**src/rtl/fetch_stage.sv**
```systemverilog
// Instruction-fetch stage with IF/ID pipeline register: PC sequencing, stall hold,
// jump/branch redirect with one-fetch squash, misalignment flag and fetch counter.
module fetch_stage #(
  parameter logic [31:0] RESET_PC  = 32'h0000_0000,
  parameter int unsigned CNT_WIDTH = 32
) (
  input  logic                 clk,
  input  logic                 rst,
  output logic [31:0]          imem_addr,
  input  logic [31:0]          imem_rdata,
  input  logic                 stall,
  input  logic                 jump,
  input  logic                 branch_taken,
  input  logic [31:0]          branch_target,
  output logic [31:0]          pc,
  output logic [31:0]          if_id_instr,
  output logic [31:0]          if_id_pc4,
  output logic                 if_id_valid,
  output logic [5:0]           opcode,
  output logic                 misalign_err,
  output logic [CNT_WIDTH-1:0] fetch_count
);

  typedef enum logic [1:0] {
    ACT_FETCH,
    ACT_STALL,
    ACT_JUMP,
    ACT_BRANCH
  } action_t;

  action_t     action;
  logic [31:0] pc_plus4;
  logic [31:0] jump_target;
  logic [31:0] redirect_target;
  logic        redirect;

  assign imem_addr   = pc;
  assign opcode      = if_id_instr[31:26];
  assign pc_plus4    = pc + 32'd4;
  assign jump_target = {if_id_pc4[31:28], if_id_instr[25:0], 2'b00};

  // Branch is older than the instruction in IF/ID, so it beats a jump; any
  // redirect beats a stall because the stalled younger fetch is on the wrong path.
  always_comb begin
    action = ACT_FETCH;
    if (branch_taken)
      action = ACT_BRANCH;
    else if (jump && if_id_valid)
      action = ACT_JUMP;
    else if (stall)
      action = ACT_STALL;
  end

  always_comb begin
    redirect        = 1'b0;
    redirect_target = '0;
    case (action)
      ACT_BRANCH: begin
        redirect        = 1'b1;
        redirect_target = branch_target;
      end
      ACT_JUMP: begin
        redirect        = 1'b1;
        redirect_target = jump_target;
      end
      default: ;
    endcase
  end

  always_ff @(posedge clk or posedge rst) begin
    if (rst) begin
      pc           <= RESET_PC;
      if_id_instr  <= '0;
      if_id_pc4    <= '0;
      if_id_valid  <= 1'b0;
      misalign_err <= 1'b0;
      fetch_count  <= '0;
    end else begin
      misalign_err <= redirect && (redirect_target[1:0] != 2'b00);
      if (redirect) begin
        // Squash the fetch in flight; if_id_pc4 is left untouched on a bubble.
        pc          <= {redirect_target[31:2], 2'b00};
        if_id_instr <= '0;
        if_id_valid <= 1'b0;
      end else if (action == ACT_FETCH) begin
        pc          <= pc_plus4;
        if_id_instr <= imem_rdata;
        if_id_pc4   <= pc_plus4;
        if_id_valid <= 1'b1;
        fetch_count <= fetch_count + CNT_WIDTH'(1);
      end
    end
  end

endmodule
```
**config.mk**
```make
export PLATFORM = sky130hd
export DESIGN_NAME = fetch_stage
export DESIGN_NICKNAME = d
export VERILOG_FILES = /design/src/rtl/fetch_stage.sv
export SDC_FILE = /design/constraint.sdc
export NUM_CORES = 1
export LEC_CHECK = 0
export BUFFER_PORTS_ARGS = -buffer_cell sky130_fd_sc_hd__buf_2
export CORE_AREA = 4 4 126 128
export DETAILED_ROUTE_END_ITERATION = 7
export DIE_AREA = 0 0 130 132
export PLACE_DENSITY = 0.77
export SLEW_MARGIN = 20
export SYNTH_ARGS = -nofsm -noshare
export SYNTH_HDL_FRONTEND = slang
export SYNTH_SLANG_ARGS = --single-unit
```
**constraint.sdc**
```tcl
create_clock -name clk -period 3.9 [get_ports clk]
set_input_delay 0.39 -clock clk [delete_from_list [all_inputs] [get_ports clk]]
set_output_delay 0.39 -clock clk [all_outputs]
set_load 0.005 [all_outputs]
```
==> flow_summary.json <==
{
  "place_congestion": 0.836,
  "holdBufCountCts": 0,
  "pwr_density_cell_nw_per_um2": 469,
  "wire_per_inst_um": 17.2,
  "grt_pass1_wl_um": 28800,
  "synth_flop_cell": "dfrtp_1",
  "tns_ns": 0,
  "clock_latency_ns": 0.42,
  "drv_cap": 0,
  "synth_cell_types": 54,
  "core_area_um2": 14900,
  "worst_ep_required_time_ns": 4.19,
  "r2r_slack_ns": 1.62,
  "clock_path_buffers": 2,
  "path_clk_slew_ns": 0.06,
  "grt_pass1_vias": 5297,
  "drive_above_1_share_pct": 33.7,
  "peakVddDrop_uv": 327,
  "dpl_cell_area_um2": 7610,
  "max_freq_mhz": 439,
  "firstDrtPassIters": 5,
  "vias_per_cell": 5.20,
  "dp_hpwl_um": 13400,
  "critPathCaptureType": "flip-flop",
  "wl_um": 18200,
  "io_pins": 237,
  "rsz0062_at_grt": "false",
  "synth_top_family_by_area": "simple AND/OR/NAND/NOR gates",
  "portBuffers": 230,
  "fillers": 1371,
  "final_common_cell": "buf_2",
  "final_cell_mix": "230 x buf_2, 126 x dfrtp_1, 86 x nand2_1",
  "skew_ns": 0.0205,
  "route.vias.total": 5507,
  "cp-start-kind": "flip-flop",
  "setup_slack_ns": 1.62,
  "cts_buffers": 17,
  "setup-violations-final": 0,
  "muxShareOfSynthArea_pct": 5.42,
  "cts.sinks": 126,
  "min_path_type": "input pin to asynchronous set/reset pin",
  "netlist_area_um2": 6670,
  "synthToLayoutAreaGrowth_pct": 23.3,
  "drc": 0,
  "ctsResizeCount": 0,
  "core.rowCount": 45,
  "chipWidth_um": 130,
  "synthCells": 684,
  "synth_enable_flop_cells": 0,
  "worstPathArrival_ns": 2.57,
  "max_slew_margin_pct": 28.8,
  "cp_max_fo": 16,
  "hold_viol_final": 0,
  "die_y_um": 132,
  "slew_violations": 0,
  "synth_compound_gate_area_share_pct": 7.19,
  "synth-async-reset-ratio_pct": 100,
  "reg2reg_depth": 5,
  "rr_endpoint": "imem_addr[27]",
  "final_util_pct": 55.3,
  "ys_seq_area_share_pct": 47.3,
  "synthAdderAreaFrac_pct": 0.375,
  "antenna_left": 0,
  "cts_setup_buffers": 0,
  "outcome": "finished, final reports clean",
  "timing.rr.start": "imem_addr[9]",
  "cts_root_buf": "clkbuf_16",
  "fin_crit_ns": 2.28,
  "holdWs_ns": 0.0596,
  "yosys.area_share.simple_pct": 20.9,
  "nets": 931,
  "cts_tree": "done",
  "grt_max_degree": 70,
  "crit_type": "flip-flop to flip-flop",
  "preCtsSetupSlack_ns": 1.56,
  "initial_utilization_pct": 44.9,
  "tightest_slew_ns": 1.07,
  "dieArea_um2": 17200,
  "syn_area_per_cell_um2": 9.75,
  "n_antenna_cell": 0,
  "antenna_found_initial": 0,
  "grtUsageTotal_pct": 21.5,
  "ys_ff_latch": 126,
  "synth_warnings": 0,
  "synth_xor_area_share_pct": 10.5,
  "fin_crit_sh_pct": 58.4,
  "fin_area_um2": 8220,
  "grt.overflow.total": 0,
  "first_iter_violations": 365,
  "p_leak_uw": 0.00398,
  "cts_max_level": 4
}
[cell families (layout without fill, tap and decap cells)]
logic type	Yosys count	count (layout)
simple gates	269	269
flops	126	126
buf+inv	93	276
xor+xnor	80	80
compound gates	77	77
mux	36	36
fa+ha+maj	2	2
other cells	1	6
[area by class of cell]
cell class	count	area (um^2)	share of cell area [%]
timing repair buffer	236	1200	14.6
clock buffer	25	505	6.15
sequential	126	3150	38.4
clock inverter	6	105	1.28
inverter	9	38.8	0.472
tap	188	235	2.86
multi-input combinational	470	2990	36.3
[worst max-delay path: stages, from the launching register on]
cell      delay (ns)
dfrtp_1         0.57
nand3_2         0.18
or3_1           0.72
nor4b_4         0.37
xnor2_1         0.19
o221ai_2        0.13
[worst max-delay path by stage]
stage | from | slack (ns) | cells past startpoint | end
3_3_place_gp | jump | 1.60 | 7 | fetch_count[21]
2_1_floorplan | rst | 0.15 | 1 | fetch_count[0]
4_1_cts | imem_addr[9] | 1.63 | 5 | imem_addr[27]
3_5_place_dp | jump | 1.56 | 7 | fetch_count[28]
6_report | imem_addr[9] | 1.62 | 5 | imem_addr[27]
5_1_grt | imem_addr[9] | 1.45 | 5 | imem_addr[20]
[where the power goes]
part | total, uW | internal, uW | leakage [uW] | switching [uW]
Clock | 1630 | 1080 | 0.000303 | 546
Sequential | 1630 | 1450 | 0.00163 | 180
Combinational | 601 | 286 | 0.00206 | 315
Total | 3860 | 2820 | 0.00398 | 1040
[through the flow]
stage                     cells  power (uW)
after global routing       1060        4060
final                      1060        3860
after floorplan             689        1990
after global placement     1029        2250
after detailed placement   1029        2260
after CTS                  1060        3900
[cell usage after synthesis (16+ instances only)]
master,instances,area share [%]
nor3_1,16,1.2
nand4_1,20,1.9
buf_4,45,5.1
xor2_1,17,2.2
clkbuf_1,24,1.4
o21ai_0,26,2.0
nor2_1,64,3.6
nand2_1,86,4.8
nand3_1,25,1.9
xnor2_1,63,8.3
dfrtp_1,126,47
mux2i_1,35,5.3
[flip-flops by register name, summed over array words and instances, names as in the netlist]
| signal | cells |
|---|---|
| fetch_count | 32 |
| if_id_instr | 32 |
| if_id_pc4 | 30 |
| imem_addr | 30 |
| if_id_valid | 1 |
| misalign_err | 1 |
[per-layer routing]
layer / global-route usage, % / wire length (um)
met1: 30.6 / 8220
met2: 32.6 / 8360
met3: 6.28 / 1470
met4: 5.02 / 185
met5: 0 / 0
Note: power is estimated with default switching activity, not from simulation.
